--- src/rtl/draw_seq.sv ---
// -----------------------------------------------------------------------------
// draw_seq -- drawing sequencer and framebuffer write mux
//
// Sits between the screen-clear engine, the line-drawing engine and the VGA
// framebuffer write port. Each engine is held in reset until its turn, then
// released, and its pixel stream is forwarded to the framebuffer. Only one
// engine runs at a time; a pending clear wins over a buffered segment.
//
// Optional feature (compile-time macro): DRAW_WDOG_EN
//   defined   : run phases are bounded by WDOG_CYCLES; on expiry the block
//               returns to IDLE and raises the sticky err flag.
//   undefined : no watchdog, err is tied low, run phases wait for done.
//
// Parameters
//   H_RES, V_RES  visible area; writes at x >= H_RES or y >= V_RES are dropped
//   WDOG_CYCLES   run-phase cycle limit (watchdog build only)
//
// Ports
//   clk, reset                 clock, asynchronous active-high reset
//   clear_req                  one-cycle clear request (merged while pending)
//   seg_valid/seg_ready        segment command handshake (one-deep buffer)
//   seg_x0/x1, seg_y0/y1       segment endpoints (clamped into visible area)
//   seg_color                  segment pixel colour
//   clr_reset, clr_x/y, clr_done   clear engine control / pixel stream
//   ln_reset, ln_x0/x1/y0/y1       line engine control / registered endpoints
//   ln_x/y, ln_done                line engine pixel stream
//   fb_x, fb_y, fb_color, fb_we    framebuffer write port
//   busy                       sequencer active or work pending
//   err                        sticky watchdog expiry flag
// -----------------------------------------------------------------------------
module draw_seq #(
    parameter int H_RES       = 640,
    parameter int V_RES       = 480,
    parameter int WDOG_CYCLES = 400000
) (
    input  logic       clk,
    input  logic       reset,
    input  logic       clear_req,
    input  logic       seg_valid,
    output logic       seg_ready,
    input  logic [9:0] seg_x0,
    input  logic [9:0] seg_x1,
    input  logic [8:0] seg_y0,
    input  logic [8:0] seg_y1,
    input  logic       seg_color,
    output logic       clr_reset,
    input  logic [9:0] clr_x,
    input  logic [8:0] clr_y,
    input  logic       clr_done,
    output logic       ln_reset,
    output logic [9:0] ln_x0,
    output logic [9:0] ln_x1,
    output logic [8:0] ln_y0,
    output logic [8:0] ln_y1,
    input  logic [9:0] ln_x,
    input  logic [8:0] ln_y,
    input  logic       ln_done,
    output logic [9:0] fb_x,
    output logic [8:0] fb_y,
    output logic       fb_color,
    output logic       fb_we,
    output logic       busy,
    output logic       err
);

    typedef enum logic [2:0] {
        IDLE    = 3'd0,
        CLR_ARM = 3'd1,
        CLR_RUN = 3'd2,
        LN_ARM  = 3'd3,
        LN_RUN  = 3'd4
    } state_t;

    localparam logic [9:0] X_MAX = 10'(H_RES - 1);
    localparam logic [8:0] Y_MAX = 9'(V_RES - 1);
    localparam logic [9:0] X_LIM = 10'(H_RES);
    localparam logic [8:0] Y_LIM = 9'(V_RES);

    state_t     state;
    state_t     state_next;
    logic       ln_load;
    logic       wdog_trip;

    logic       buf_full;
    logic [9:0] buf_x0;
    logic [9:0] buf_x1;
    logic [8:0] buf_y0;
    logic [8:0] buf_y1;
    logic       buf_color;
    logic       ln_color;
    logic       clr_pend;
    logic       fb_we_raw;

    // ------------------------------------------------------------------
    // State register
    // ------------------------------------------------------------------
    // NOTE: clocked state uses non-blocking assignments so every register
    // samples the pre-edge values, independent of process ordering.
    always_ff @(posedge clk or posedge reset) begin
        if (reset) state <= IDLE;
        else       state <= state_next;
    end

    // ------------------------------------------------------------------
    // Next-state logic. clear_req is looked at directly in IDLE so that a
    // request lands in CLR_ARM on the very next cycle.
    // ------------------------------------------------------------------
    // NOTE: every output of this block gets a default first; a path that
    // leaves one unassigned would infer a latch.
    always_comb begin
        state_next = state;
        ln_load    = 1'b0;
        unique case (state)
            IDLE: begin
                if (clr_pend || clear_req) begin
                    state_next = CLR_ARM;
                end else if (buf_full) begin
                    state_next = LN_ARM;
                    ln_load    = 1'b1;
                end
            end
            CLR_ARM: state_next = CLR_RUN;
            CLR_RUN: if (clr_done) state_next = IDLE;
            LN_ARM:  state_next = LN_RUN;
            LN_RUN:  if (ln_done) state_next = IDLE;
            default: state_next = IDLE;
        endcase
        if (wdog_trip) state_next = IDLE;
    end

    // Engines are released only during their own run phase.
    assign clr_reset = (state != CLR_RUN);
    assign ln_reset  = (state != LN_RUN);
    assign seg_ready = !buf_full;
    assign busy      = (state != IDLE) || clr_pend || buf_full;

    // ------------------------------------------------------------------
    // Segment buffer, line endpoints and clear request flag.
    // ------------------------------------------------------------------
    // NOTE: these are a handful of flops, not a RAM, so they are reset;
    // a reset must discard any buffered segment.
    always_ff @(posedge clk or posedge reset) begin
        if (reset) begin
            buf_full  <= 1'b0;
            buf_x0    <= '0;
            buf_x1    <= '0;
            buf_y0    <= '0;
            buf_y1    <= '0;
            buf_color <= 1'b0;
            ln_x0     <= '0;
            ln_x1     <= '0;
            ln_y0     <= '0;
            ln_y1     <= '0;
            ln_color  <= 1'b0;
            clr_pend  <= 1'b0;
        end else begin
            if (clear_req)             clr_pend <= 1'b1;
            else if (state == CLR_ARM) clr_pend <= 1'b0;

            // A load always empties the buffer, so it never collides with
            // a capture (capture needs an empty buffer).
            if (ln_load) begin
                ln_x0    <= buf_x0;
                ln_x1    <= buf_x1;
                ln_y0    <= buf_y0;
                ln_y1    <= buf_y1;
                ln_color <= buf_color;
                buf_full <= 1'b0;
            end else if (seg_valid && !buf_full) begin
                buf_x0    <= (seg_x0 > X_MAX) ? X_MAX : seg_x0;
                buf_x1    <= (seg_x1 > X_MAX) ? X_MAX : seg_x1;
                buf_y0    <= (seg_y0 > Y_MAX) ? Y_MAX : seg_y0;
                buf_y1    <= (seg_y1 > Y_MAX) ? Y_MAX : seg_y1;
                buf_color <= seg_color;
                buf_full  <= 1'b1;
            end
        end
    end

    // ------------------------------------------------------------------
    // Framebuffer write mux. The clear engine overshoots to x=H_RES and
    // y=V_RES, so anything outside the visible area is dropped here.
    // ------------------------------------------------------------------
    always_comb begin
        fb_x      = '0;
        fb_y      = '0;
        fb_color  = 1'b0;
        fb_we_raw = 1'b0;
        unique case (state)
            CLR_RUN: begin
                fb_x      = clr_x;
                fb_y      = clr_y;
                fb_we_raw = !clr_done;
            end
            LN_RUN: begin
                fb_x      = ln_x;
                fb_y      = ln_y;
                fb_color  = ln_color;
                fb_we_raw = !ln_done;
            end
            default: ;
        endcase
    end

    assign fb_we = fb_we_raw && (fb_x < X_LIM) && (fb_y < Y_LIM);

    // ------------------------------------------------------------------
    // Optional run-phase watchdog
    // ------------------------------------------------------------------
`ifdef DRAW_WDOG_EN
    localparam int WDOG_W = $clog2(WDOG_CYCLES + 1);

    logic [WDOG_W-1:0] wdog_cnt;
    logic              run_phase;
    logic              run_done;

    assign run_phase = (state == CLR_RUN) || (state == LN_RUN);
    assign run_done  = (state == CLR_RUN) ? clr_done : ln_done;
    // The count holds the number of completed run cycles; the trip fires in
    // the cycle that would complete the WDOG_CYCLES-th one, unless done
    // arrives in that same cycle.
    assign wdog_trip = run_phase && !run_done &&
                       (wdog_cnt == WDOG_W'(WDOG_CYCLES - 1));

    always_ff @(posedge clk or posedge reset) begin
        if (reset) begin
            wdog_cnt <= '0;
            err      <= 1'b0;
        end else begin
            if (state == CLR_ARM || state == LN_ARM) wdog_cnt <= '0;
            else if (run_phase)                      wdog_cnt <= wdog_cnt + 1'b1;
            if (wdog_trip) err <= 1'b1;
        end
    end
`else
    logic unused_wdog;

    assign unused_wdog = (WDOG_CYCLES > 0);
    assign wdog_trip   = 1'b0;
    assign err         = 1'b0;
`endif

endmodule

--- config.mk ---
export PLATFORM = sky130hd
export DESIGN_NAME = draw_seq
export DESIGN_NICKNAME = d
export VERILOG_FILES = /design/src/rtl/draw_seq.sv
export SDC_FILE = /design/constraint.sdc
export NUM_CORES = 1
export LEC_CHECK = 0
export CORE_ASPECT_RATIO = 1.5
export CORE_MARGIN = 4
export CORE_UTILIZATION = 39
export DETAILED_ROUTE_END_ITERATION = 6
export PLACE_DENSITY = 0.82
export REMOVE_ABC_BUFFERS = 1
export SLEW_MARGIN = 15
export SYNTH_ARGS = -nofsm -noshare
export SYNTH_HDL_FRONTEND = slang
export SYNTH_SLANG_ARGS = --single-unit
--- constraint.sdc ---
create_clock -name clk -period 2.6 [get_ports clk]
set_input_delay 0.52 -clock clk [delete_from_list [all_inputs] [get_ports clk]]
set_output_delay 0.52 -clock clk [all_outputs]
set_load 0.03 [all_outputs]
======== After elaboration in Yosys (flattened, before gate mapping) ========
Index checks and enable logic that the tools add are counted.
storage, ports and cells
  bits in registers ....................... 83
  bits of input ports ..................... 83
  output and inout port bits .............. 64
cells by class
  magnitude comparators ................... 6
  eq/ne operators ......................... 9
  muxes and demuxes ....................... 20
  bitwise gates (word level) .............. 1
  reductions and logical operators ........ 15
operators by type and width
  cell                  number
  $gt 10x10->1 const B  2
  $mux 10               2
  $pmux 10 s2           1
  $gt 9x9->1 const B    2
  $mux 9                2
  $pmux 9 s2            1
  $pmux 3 s5            1
  $mux 3                4
  $lt 10x10->1 const B  1
  $lt 9x9->1 const B    1
  $mux 1                8
  $eq 3x2->1 const B    2
  $ne 3x3->1 const B    2
  $ne 2x2->1 const B    2
  $reduce_bool 2->1     2
  $eq 3x1->1 const B    1
  $eq 3x3->1 const B    1
  $logic_and 1x1->1     3
  $logic_not 1->1       3
  $logic_not 3->1       1
  $logic_or 1x1->1      3
  $ne 3x2->1 const B    1
  $reduce_and 3->1      1
  $reduce_bool 3->1     1
  3 further kinds       3

======== Depth between registers and ports, before layout ========
Gate-level depths: netlist of the first run.
  word-level depth ........................ 5
  gate-level depth with buffers ........... 7
  depth with buffers taken out ............ 5

======== Worst setup path before layout of the first run ========
No wires, ideal clock.
  path type ............................... register -> output
  from .................................... register state[2]
  to ...................................... output fb_we
  arrival time ............................ 1.693 ns
  required time ........................... 2.080 ns
  path slack .............................. 0.387 ns
  cell stages (with the launch flop) ...... 7
  cell sequence ........................... dfrtp_1 -> buf_6 -> nor3b_4 -> buf_6 -> a22o_1 -> nand2_1 -> o41a_1
on the way
  elaborated cells between the ends (all ways) .. 9
RTL lines
  what                                             RTL line  source
  start: declaration                               79        state_t state;
  start signal: assignment                         101       else state <= state_next;
  $eq 3x3->1 / $eq 3x2->1 (equally long branches)  189       unique case (state)
  $pmux 9 s2 *                                     189
  via fb_y[5]                                      59        output logic [8:0] fb_y,
  $lt 9x9->1 *                                     205       assign fb_we = fb_we_raw && (fb_x < X_LIM) && (fb_y < Y_LIM);
  $logic_and 1x1->1 *                              205
  end: declaration                                 61        output logic fb_we,
The timed path passes the listed nets; every way through them passes the cells marked *.

======== Final worst setup path of the first run ========
  from .................................... register state[0]
  to ...................................... output busy
on the way
  cells in the longest elaborated chain, start to end .. 3
ends and longest elaborated chain
  what                            RTL line  source
  $reduce_bool 3->1               135       assign busy = (state != IDLE) || clr_pend || buf_full;
  $logic_or 1x1->1 (2 in series)  135
  end: declaration                62        output logic busy,
Every way passes these cells.

==> results.md, run 1 <==
- The run finished with clean final reports.
- Entering global routing, the biggest net connects 43 pins.
- For the final database, setup skew stands at 0.008393 ns.
- After detailed routing, the average wire length per cell comes to 17.26 um.
- The number of synthesized flops with an enable pin is 0.
- The number of design-rule violations left by the first detailed-router iteration is 127.
- Of the cells placed in the final design, the portion with a size suffix greater than 1 is between 20% and 30%.
- The number of global-route vias before repair is 2894.
- The clock passes through at most 2 buffers.
- The final critical delay including setup and external delays is 2.474 ns.
- The tree built by TritonCTS fans out to 83 sinks.
- The post-route DRC violation count is 0.
- The total iterations of the first detailed-routing run is 4.
- Yosys mapped the design onto 33 distinct sky130hd cell types.
- The peak supply drop is 0.8042 mV.
- The worst min-delay path category is reg2reg.
- Summing every instance area after synthesis gives 3551 sq um.
- The most used flip-flop cell after synthesis is sky130_fd_sc_hd__dfrtp_1.
- The cell count after synthesis came out at 275.
- The number of antenna diodes in the final layout is 0.
- The total count of hold-check failures in the final report is 0.
- The count of nets left with antenna violations once routing finished came out at 0.
- Max-cap violations in this run came to 0.
- Along the worst path, the maximum fanout reaches 7.
- The synthesized netlist devotes 0% of its cell area to XOR and XNOR gates.
- The final routed wirelength across all metal layers is 9304 um.
- Buffers inserted to repair hold after CTS numbered 0.
- The register cell area after layout is 2081 sq um.
- In this run the count of I/O pins placed on the die edge is 147.
- Clock-pin slew was measured on the worst setup and hold paths at 0.06 ns.
- The growth of design area from synthesis to finish is 51.44%.
- Dividing total power by cell area gives a power density of 1216 nW/um^2.
- The total count of max-transition violations in the final report is 0.
- The global route total overflow is 0.
- The root buffer cell chosen for the clock tree is sky130_fd_sc_hd__clkbuf_16.
- The combined global-route utilization of all metal layers is about 18%.
- The initial core utilization is 39.98%.
- The number of nets in the layout is 509.
- The number of standard-cell rows in the floorplan is 42.
- Dividing the synthesized area by the synthesized cell count gives around 13 sq um.
- The worst setup path is of the reg2out kind.
- The combinational family with the most area after synthesis is compound AO/OA/AOI/OAI gates.
- The share of the synthesized area in compound gates (AO/OA/AOI/OAI) is between 10% and 20%.
- Setup violations remaining at the end of the flow were counted as 0.
- The fmax is 404.2 MHz.
- The final hold slack is between 0.4 and 0.5 ns.
- The clock latency on the worst-skew pair is ~0.33 ns.
- The flip-flop and latch count after synthesis is 83.
- TritonCTS built the clock tree.
- Setup repair after global routing left no endpoint under its margin.
- The H-tree depth reported by CTS is 3.
- The count of synthesis-stage warnings from yosys is 0.
- Sequential cells were found to cover 58.49% of the synthesized design area.
- The area used by multi-input combinational logic is 1329 sq um.
- In the synthesized netlist the async set-or-reset flop fraction comes to 100.0%.
- The final instance area is 5378 sq um.
- At the worst endpoint, the arrival time is a little under 2 ns.
- The share of synthesized cell area in full adder, half adder and majority cells is 0%.
- The worst setup path is captured at a primary output.
- The initial antenna violation count is 0.
- Once detailed placement completed, the half-perimeter wirelength came to approximately 7000 um.
- The final setup TNS is 0 ns.
- The analysis attributes to cell leakage a power of 2.361 nW.
- The TritonCTS buffer count is 9.
- Measured along the y axis, the die boundary spans 124.9 um.
- The part of the cycle the worst path needs is between 90% and 100%.
- In this run the horizontal extent of the chip is 85.91 um.
- The area share of and/or/nand/nor cells after synthesis is 10.68%.
- The number of filler cells placed in the layout is 709.
- The worst path required time is ~2.1 ns.
- Measured against its own limit, the worst slew margin works out to approximately three fifths.
- The transition time at the pin with the least slew margin is 0.6155 ns.
- The fraction of synthesized area in multiplexers is 13.00%.
- The routability congestion estimate from global placement is 0.8406.
- The first global-routing pass estimated 14760 um of wire.
- The placeable core region is 8881 sq um.
- The placed instance area is 5069 sq um.
- Detailed routing inserted a total of 2795 vias.
- The full die area is 10730 sq um.
- The via density per instance is 5.186.
- Input and output buffers added on the ports amount to 145.
- The startpoint kind of the worst setup timing path is a flip-flop.
- Power comes to ~6.5 mW.
==> path summary, 6_finish.rpt <==
path,from,to,slack (ns),depth (start not counted)
worst max-delay path,state[0],busy,0.13,4
worst min-delay path,buf_x1[7],buf_x1[7],0.46,2
worst max register to register,state[0],ln_y0[8],0.65,5
worst min register to register,buf_x1[7],buf_x1[7],0.46,2
max in group asynchronous,reset,buf_color,1.41,3
min in group asynchronous,reset,ln_y1[2],0.57,2
==> critical path, stage by stage (launching register included) <==
cell and delay, ns:
sky130_fd_sc_hd__dfrtp_2 0.47, sky130_fd_sc_hd__buf_4 0.18, sky130_fd_sc_hd__nor3_4 0.24, sky130_fd_sc_hd__nand2_1 0.12, sky130_fd_sc_hd__clkdlybuf4s50_1 0.61
==> state kept, by name, summed over array words and instances (netlist names) <==
name,cells
buf_x0,10
buf_x1,10
ln_x0,10
ln_x1,10
buf_y0,9
buf_y1,9
ln_y0,9
ln_y1,9
state,3
buf_color,1
buf_full,1
clr_pend,1
ln_color,1
==> report_power, final <==
part	leakage [nW]	switching [mW]	total (mW)	internal (mW)
combinational	1.25	1.61	3.12	1.52
sequential	0.988	0.370	2.27	1.90
clock	0.126	0.479	1.14	0.661
total	2.36	2.46	6.54	4.08
==> layout make-up <==
cell class              instances  share of cell area [%]
clock buffers                  10                   4.444
clock inverters                 4                  0.5351
inverters                       4                  0.3025
multi-input cells             170                   24.71
flip-flops and latches         83                   38.69
well taps                     110                   2.559
repair buffers                158                   28.76
==> repair_timing <==
action	CTS	global route
setup endpoints to repair	1	2
gates cloned	0	0
setup buffers	0	3
pin swaps	0	0
resized for setup	3	4
endpoints found under the hold margin	0	0
==> cell usage in the layout (no fill, tap or decap), types with 2 or more instances in the layout <==
cell and count:
sky130_fd_sc_hd__clkinv_2 2, sky130_fd_sc_hd__clkinvlp_4 2, sky130_fd_sc_hd__dfrtp_1 80, sky130_fd_sc_hd__inv_1 3
sky130_fd_sc_hd__buf_4 28, sky130_fd_sc_hd__nand3b_1 7, sky130_fd_sc_hd__dfrtp_2 3, sky130_fd_sc_hd__clkdlybuf4s50_1 124
sky130_fd_sc_hd__mux2_2 33, sky130_fd_sc_hd__mux2_4 6, sky130_fd_sc_hd__nand3_1 2, sky130_fd_sc_hd__nand2_1 48
sky130_fd_sc_hd__nand4_1 2, sky130_fd_sc_hd__o21ai_0 5, sky130_fd_sc_hd__nor2_1 4, sky130_fd_sc_hd__a21oi_1 3
sky130_fd_sc_hd__buf_6 2, sky130_fd_sc_hd__clkbuf_16 9, sky130_fd_sc_hd__o22a_1 24, sky130_fd_sc_hd__nor3b_4 2
sky130_fd_sc_hd__buf_12 3, sky130_fd_sc_hd__a22o_1 18
==> cells in the mapped netlist, types with 2 or more instances <==
cell                       instances  share of area, %
sky130_fd_sc_hd__dfrtp_1          83                58
sky130_fd_sc_hd__nand2_1          48               5.1
sky130_fd_sc_hd__mux2_2           33                10
sky130_fd_sc_hd__o22a_1           24               5.9
sky130_fd_sc_hd__a22o_1           18               4.4
sky130_fd_sc_hd__buf_6             9               2.9
sky130_fd_sc_hd__nand3b_1          7               1.5
sky130_fd_sc_hd__mux2_4            6               2.5
sky130_fd_sc_hd__clkbuf_1          5              0.53
sky130_fd_sc_hd__o21ai_0           5              0.70
sky130_fd_sc_hd__inv_1             4              0.42
sky130_fd_sc_hd__nor2_1            4              0.42
sky130_fd_sc_hd__a21oi_1           3              0.42
sky130_fd_sc_hd__buf_2             3              0.42
sky130_fd_sc_hd__nand3_1           2              0.28
sky130_fd_sc_hd__nand4_1           2              0.35
sky130_fd_sc_hd__nor2b_1           2              0.35
sky130_fd_sc_hd__nor3b_4           2               1.1
==> kinds of logic after synthesis <==
kind of cell           Yosys count
DFF                             83
other                            1
buffers and inverters           22
and+or+nand+nor                 72
AOI/OAI and AO/OA               58
muxes                           39
==> metal layers <==
| metal | vias up | share of wire [%] | track usage (%) |
|---|---|---|---|
| met5 | - | 0 | 0 |
| met1 | 1363 | 36 | 19.39 |
| li1 | 1283 | - | - |
| met4 | 0 | 1.4 | 6.803 |
| met3 | 9 | 9.5 | 5.096 |
| met2 | 140 | 53 | 30.99 |
==> metrics by stage <==
step                      worst slack, ns  cells  util, %
after floorplan                   -0.1637    257        -
after global placement             0.1681    522    57.07
after detailed placement           0.1152    522    57.07
after CTS                        0.005190    536    60.17
after global routing             0.009747    539    60.55
final                              0.1258    539    60.55
(Power assumes the default switching activity.)
==> inputs of run 2 (changes only) <==
--- a/config.mk
+++ b/config.mk
@@ -9,7 +9,9 @@
 export CORE_MARGIN = 4
 export CORE_UTILIZATION = 39
 export DETAILED_ROUTE_END_ITERATION = 6
+export GPL_ROUTABILITY_DRIVEN = 0
 export PLACE_DENSITY = 0.82
+export RECOVER_POWER = 100
 export REMOVE_ABC_BUFFERS = 1
 export SLEW_MARGIN = 15
 export SYNTH_ARGS = -nofsm -noshare
==> results.md, run 2 (synthesis results as in run 1) <==
- The peak supply drop is 0.7770 mV (was 0.8042 mV).
- The worst-case headroom to the max-slew limit is -4.187% (was 58.92%).
- The worst path arrival time was 1.99 ns (was 1.95 ns).
- The worst clock skew came to 0.008241 ns (was 0.008393 ns).
- The boundary pin count was 147 (unchanged).
- The total iterations of the first detailed-routing run is 4 (unchanged).
- The transition time at the pin with the least slew margin is 1.554 ns (was 0.6155 ns).
- The first-pass GRT wire length is 14760 um (unchanged).
- The overall die height is 124.9 um (unchanged).
- The number of design-rule violations left by the first detailed-router iteration came to 115 (was 127).
- The flop-to-flop setup slack is 0.31 ns (was 0.65 ns).
- The CTS tree is done (unchanged).
- The count of hold buffers inserted by post-cts repair is 0 (unchanged).
- The growth of design area from synthesis to finish is 47.78% (was 51.44%).
- The clock-pin slew reported for the worst setup and hold paths after clock tree synthesis is 0.06 ns (about the same).
- The worst path required time was 2.08 ns (about the same).
- The die outline width is 85.91 um (unchanged).
- The global route total overflow is 0 (unchanged).
- The leading cell type in the layout, fill and taps excluded was sky130_fd_sc_hd__clkdlybuf4s50_1 (unchanged).
- The worst min-delay path category is reg2reg (unchanged).
- The clock latency on the worst-skew pair is 0.33 ns (about the same).
- The power consumption is 6.253 mW (was 6.537 mW).
- The number of standard-cell rows in the floorplan is 42 (unchanged).
- The H-tree depth reported by CTS is 3 (unchanged).
- The area used by multi-input combinational logic is 1306 sq um (was 1329 sq um).
- The final reports fail on max-capacitance violations, max-slew violations.
- The capturing element type of the critical path is a primary output (unchanged).
- The initial antenna violation count is 0 (unchanged).
- The critical path class is reg2out (unchanged).
- The final setup TNS came to 0 ns (unchanged).
- The number of global-route vias before repair came to 2894 (unchanged).
- The total count of max-transition violations in the final report came to 35 (was 0).
- The count of buffering cells on the critical path with inverters included is 2 (unchanged).
- The fraction of final layout cells with drive strength greater than 1 came to 18.18% (was 23.08%).
- The final routed wirelength across all metal layers is 9291 um (was 9304 um).
- The final critical delay including setup and external delays is 2.507 ns (was 2.474 ns).
- The HPWL after detailed placement is 7001 um (unchanged).
- The number of nets in the layout is 509 (unchanged).
- The maximum number of buffers from clock root to sink is 2 (unchanged).
- The number of clock sinks seen by CTS is 83 (unchanged).
- The via density per instance was 5.163 (was 5.186).
- The combined global-route utilization of all metal layers came to 17.55% (unchanged).
- The power density over cell area is 1192 nW/um^2 (was 1216 nW/um^2).
- The number of max-cap violations is 1 (was 0).
- The total count of hold-check failures in the final report is 0 (unchanged).
- The total via count in the routed design is 2783 (was 2795).
- The final setup slack of the worst path is 0.09330 ns (was 0.1258 ns).
- The average routed wire per standard cell is 17.24 um (was 17.26 um).
- The cell with the largest stage delay on the worst path is sky130_fd_sc_hd__clkdlybuf4s50_1 (unchanged).
- The full die area is 10730 sq um (unchanged).
- The total of buffers placed on input and output ports was 145 (unchanged).
- The clock root buffer master is sky130_fd_sc_hd__clkbuf_16 (unchanged).
- The number of filler cells placed in the layout came to 736 (was 709).
- The part of the cycle the worst path needs is 96.41% (was 95.16%).
- Unrepaired setup endpoints after global routing: no (unchanged).
- The cell family contributing the most delay on the critical path is buffers and inverters (unchanged).
- The register cell area after layout is 2081 sq um (unchanged).
- The initial core utilization is 39.98% (unchanged).
- The diode insertion count for antenna repair came to 0 (unchanged).
- The post-route DRC violation count came to 0 (unchanged).
- The TritonCTS buffer count is 9 (unchanged).
- Commonest cells after routing, fill and taps aside: sky130_fd_sc_hd__clkdlybuf4s50_1 (81), sky130_fd_sc_hd__dfrtp_1 (80), sky130_fd_sc_hd__nand2_1 (48) (was sky130_fd_sc_hd__clkdlybuf4s50_1 (124), sky130_fd_sc_hd__dfrtp_1 (80), sky130_fd_sc_hd__nand2_1 (48)).
- The fmax is 398.9 MHz (was 404.2 MHz).
- The number of endpoints failing setup at the final stage is 0 (unchanged).
- The final antenna-violating net count is 0 (unchanged).
- Critical-path cell list: clkbuf_1 > nor3_4 > nand2_1 > clkdlybuf4s50_1 (was buf_4 > nor3_4 > nand2_1 > clkdlybuf4s50_1).
- The placeable core region is 8881 sq um (unchanged).
- The largest fanout on the critical path is 7 (unchanged).
- The startpoint kind of the worst setup timing path is a flip-flop (unchanged).
- Run status: complete, but fails checks (was finished, final reports clean).
- The total leakage power was 2.279 nW (was 2.361 nW).
- The post-placement setup slack was 0.1152 ns (unchanged).
- The maximum cell stage delay along the critical path is 0.61 ns (about the same).
- The maximum number of pins on one net before global-route repair came to 43 (unchanged).
run 2: cell types whose count changed in the layout (fill, tap and decap cells not counted), moves of 6 or more:
cell / change
sky130_fd_sc_hd__clkdlybuf4s50_1: -43
sky130_fd_sc_hd__clkbuf_2: +7
sky130_fd_sc_hd__dlygate4sd3_1: +43
sky130_fd_sc_hd__clkbuf_1: +16
sky130_fd_sc_hd__mux2_4: -6
sky130_fd_sc_hd__mux2_1: +6
sky130_fd_sc_hd__buf_4: -20
run 2: final cells by class:
cell class	instances	area share (%)
inverter	4	0.3100
timing repair buffer	158	27.42
tap	110	2.623
sequential	83	39.65
clock buffer	10	4.554
multi-input combinational	170	24.89
clock inverter	4	0.5484
run 2: path summary, 6_finish.rpt:
kind                       startpoint         to  depth (start not counted)
min reg2reg                 buf_x1[7]  buf_x1[7]                          2
max                          state[0]       busy                          4
max in group asynchronous       reset   ln_y0[3]                          3
min in group asynchronous       reset  buf_y1[3]                          2
min                         buf_x1[7]  buf_x1[7]                          2
max reg2reg                  state[0]   ln_y0[8]                          5
run 2: what timing repair did:
action,4_1_cts,5_1_grt
endpoints found under the hold margin,0,0
buffers inserted,0,3
gates resized for setup,3,4
setup endpoints to repair,1,2
run 2: worst reg2reg max path, cell delays in order (launching register included):
cell	delay (ns)
sky130_fd_sc_hd__dfrtp_2	0.47
sky130_fd_sc_hd__clkbuf_1	0.19
sky130_fd_sc_hd__nor3_4	0.27
sky130_fd_sc_hd__nand3_4	0.30
sky130_fd_sc_hd__clkbuf_2	0.50
sky130_fd_sc_hd__mux2_1	0.45
run 2: through the flow:
stage	std cells	util (%)	hold WS [ns]	instance area [sq um]
final	539	59.09	0.4634	5248
after global routing	539	59.09	0.4914	5248
after CTS	536	60.17	0.4687	5344
after detailed placement	522	57.07	0.4564	5069
after global placement	522	57.07	0.4473	5069
after floorplan	257	-	0.4348	3408
run 2: power by group:
group,internal (mW),switching (mW)
combinational,1.26,1.60
sequential,1.90,0.350
clock,0.661,0.477
total,3.82,2.43
run 2: routing by layer:
layer / vias up / GRT usage (%) / wire [um]
met2: 138 / 30.99 / 4924
met3: 9 / 5.096 / 869
li1: 1282 / - / -
met4: 0 / 6.803 / 128
met1: 1354 / 19.39 / 3369
met5: - / 0 / 0
==> inputs of run 3 (changes only) <==
--- a/config.mk
+++ b/config.mk
@@ -5,7 +5,6 @@
 export SDC_FILE = /design/constraint.sdc
 export NUM_CORES = 1
 export LEC_CHECK = 0
-export CORE_ASPECT_RATIO = 1.5
 export CORE_MARGIN = 4
 export CORE_UTILIZATION = 39
 export DETAILED_ROUTE_END_ITERATION = 6
==> results.md, run 3 (synthesis results as in run 1) <==
- The final antenna-violating net count is 0 (unchanged).
- The total count of max-transition violations in the final report is 0 (was 35).
- The worst path arrival time is 1.98 ns (was 1.99 ns).
- The number of filler cells placed in the layout is 739 (was 736).
- The worst hold path endpoint is buf_x0[8] (was buf_x1[7]).
- The total via count in the routed design is 2725 (was 2783).
- The worst clock skew is 0.01036 ns (was 0.008241 ns).
- The proportion of power drawn by flip-flops and latches is 36.9% (was 36.0%).
- The total of buffers placed on input and output ports is 145 (unchanged).
- The area used by multi-input combinational logic is 1290 sq um (was 1306 sq um).
- The number of nets in the layout came to 514 (was 509).
- The share of power burned in the clock network is 15.7% (was 18.2%).
- The total iterations of the first detailed-routing run came to 4 (unchanged).
- The clock latency on the worst-skew pair was 0.33 ns (about the same).
- The global route total overflow came to 0 (unchanged).
- The number of global-route vias before repair is 2815 (was 2894).
- The fraction of final layout cells with drive strength greater than 1 is 20.97% (was 18.18%).
- The final instance area is 5211 sq um (was 5248 sq um).
- The critical path launch point is ln_x[9] (was state[0]).
- The switching power of the nets is 2.326 mW (was 2.428 mW).
- The worst-case headroom to the max-slew limit was 3.706% (was -4.187%).
- The overall die height was 103.4 um (was 124.9 um).
- The final setup slack of the worst path came to 0.1016 ns (was 0.09330 ns).
- The growth of design area from synthesis to finish is 46.76% (was 47.78%).
- The clock root buffer master was sky130_fd_sc_hd__clkbuf_8 (was sky130_fd_sc_hd__clkbuf_16).
- The depth of the worst hold-timing path is 2 (unchanged).
- The initial antenna violation count was 0 (unchanged).
- The final critical delay including setup and external delays is 2.498 ns (was 2.507 ns).
- The peak supply drop is 0.5923 mV (was 0.7770 mV).
- The internal power of the cells came to 3.729 mW (was 3.825 mW).
- The post-route DRC violation count is 0 (unchanged).
- The total leakage power was 2.299 nW (was 2.279 nW).
- The HPWL after detailed placement was 6594 um (was 7001 um).
- The placed instance area is 5061 sq um (was 5069 sq um).
- The leading cell type in the layout, fill and taps excluded is sky130_fd_sc_hd__clkdlybuf4s50_1 (unchanged).
- The flop-to-flop setup slack is 0.44 ns (was 0.31 ns).
- The diode insertion count for antenna repair is 0 (unchanged).
- The CTS tree is done (unchanged).
- The placeable core region is 8806 sq um (was 8881 sq um).
- The number of clock sinks seen by CTS came to 83 (unchanged).
- Commonest cells after routing, fill and taps aside: sky130_fd_sc_hd__clkdlybuf4s50_1 (82), sky130_fd_sc_hd__dfrtp_1 (80), sky130_fd_sc_hd__nand2_1 (48) (was sky130_fd_sc_hd__clkdlybuf4s50_1 (81), sky130_fd_sc_hd__dfrtp_1 (80), sky130_fd_sc_hd__nand2_1 (48)).
- The count of hold buffers inserted by post-cts repair came to 0 (unchanged).
- The combined global-route utilization of all metal layers is 15.71% (was 17.55%).
- The maximum number of pins on one net before global-route repair came to 36 (was 43).
- The transition time at the pin with the least slew margin was 1.437 ns (was 1.554 ns).
- The part of the cycle the worst path needs came to 96.09% (was 96.41%).
- The TritonCTS buffer count is 9 (unchanged).
- The beginning of the worst hold path is buf_x0[8] (was buf_x1[7]).
- The number of max-cap violations came to 0 (was 1).
- The power density over cell area is 1162 nW/um^2 (was 1192 nW/um^2).
- The switching part of the total was 38.42% (was 38.83%).
- The worst path required time is 2.08 ns (about the same).
- The origin of the critical flop-to-flop path is state[2] (was state[0]).
- The boundary pin count came to 147 (unchanged).
- The fmax was 400.3 MHz (was 398.9 MHz).
- The final setup TNS came to 0 ns (unchanged).
- The initial core utilization is 40.32% (was 39.98%).
- The average routed wire per standard cell was 15.74 um (was 17.24 um).
- The first-pass GRT wire length came to 13120 um (was 14760 um).
- The startpoint kind of the worst setup timing path is a primary input (was flip-flop).
- The via density per instance was 5.028 (was 5.163).
- The worst flop-to-flop path endpoint was ln_x1[9] (was ln_y0[8]).
- The full die area is 10700 sq um (was 10730 sq um).
- The largest fanout on the critical path is 2 (was 7).
- The final hold slack is 0.4686 ns (was 0.4634 ns).
- Run status: finished, final reports clean (was complete, but fails checks).
- The number of endpoints failing setup at the final stage is 0 (unchanged).
- The clock-pin slew reported for the worst setup and hold paths after clock tree synthesis is 0.08 ns (was 0.06 ns).
- The maximum number of buffers from clock root to sink is 2 (unchanged).
- The fraction of power consumed by combinational cells is 47.3% (was 45.8%).
- Unrepaired setup endpoints after global routing: no (unchanged).
- The worst min-delay path category is reg2reg (unchanged).
- The capturing element type of the critical path was a primary output (unchanged).
- The register cell area after layout is 2081 sq um (unchanged).
- The worst-case reg-to-reg path depth is 5 (unchanged).
- The number of standard-cell rows in the floorplan came to 34 (was 42).
- The total count of hold-check failures in the final report is 0 (unchanged).
- The die outline width came to 103.4 um (was 85.91 um).
- The number of design-rule violations left by the first detailed-router iteration was 57 (was 115).
- The post-placement setup slack is 0.1409 ns (was 0.1152 ns).
- The H-tree depth reported by CTS is 3 (unchanged).
- The final routed wirelength across all metal layers is 8532 um (was 9291 um).
- The critical path class is in2out (was reg2out).
==> run 3: per-stage QoR <==
step | cells | utilization, % | total power [mW]
2_1_floorplan | 257 | - | 4.064
3_3_place_gp | 521 | 57.47 | 5.253
6_report | 542 | 59.18 | 6.055
3_5_place_dp | 521 | 57.47 | 5.349
4_1_cts | 537 | 59.99 | 6.343
5_1_grt | 542 | 59.18 | 6.449
==> run 3: how the worst max path moves through the flow <==
stage                     slack (ns)        end
final                           0.10    fb_x[9]
after global routing            0.02      fb_we
after CTS                       0.03      fb_we
after detailed placement        0.14    fb_x[9]
after global placement          0.15    fb_x[9]
after floorplan                -0.16  buf_x0[0]
==> run 3: critical path, stage by stage <==
cell                              delay, ns
sky130_fd_sc_hd__clkdlybuf4s50_1       0.45
sky130_fd_sc_hd__nand3b_1              0.07
sky130_fd_sc_hd__a21oi_1               0.22
sky130_fd_sc_hd__clkdlybuf4s50_1       0.71
==> run 3: cell type report <==
type | count | share of cell area, %
sequential | 83 | 39.93
timing repair buffer | 163 | 28.50
multi-input combinational | 170 | 24.75
tap | 108 | 2.593
clock buffer | 9 | 2.377
clock inverter | 5 | 1.537
inverter | 4 | 0.3121
==> run 3: metal layers <==
metal | global-route usage (%) | routed length, um | vias up
li1 | - | - | 1300
met1 | 17.59 | 3207 | 1302
met2 | 28.38 | 4358 | 112
met3 | 5.500 | 875 | 11
met4 | 4.084 | 91 | 0
met5 | 0 | 0 | -
==> run 3: repair_timing <==
action,in CTS,in global routing
resized for setup,2,3
setup buffers,2,5
pin swaps,0,2
endpoints found under the setup margin,2,2
==> run 3: power by group through the flow <==
| stage | sequential [mW] | combinational (mW) | clock (mW) |
|---|---|---|---|
| after floorplan | 2.78 | 1.29 | 0 |
| after global placement | 2.26 | 3.00 | 0 |
| after detailed placement | 2.30 | 3.05 | 0 |
| after CTS | 2.27 | 3.08 | 0.992 |
| after global routing | 2.33 | 3.07 | 1.05 |
| final | 2.24 | 2.87 | 0.953 |
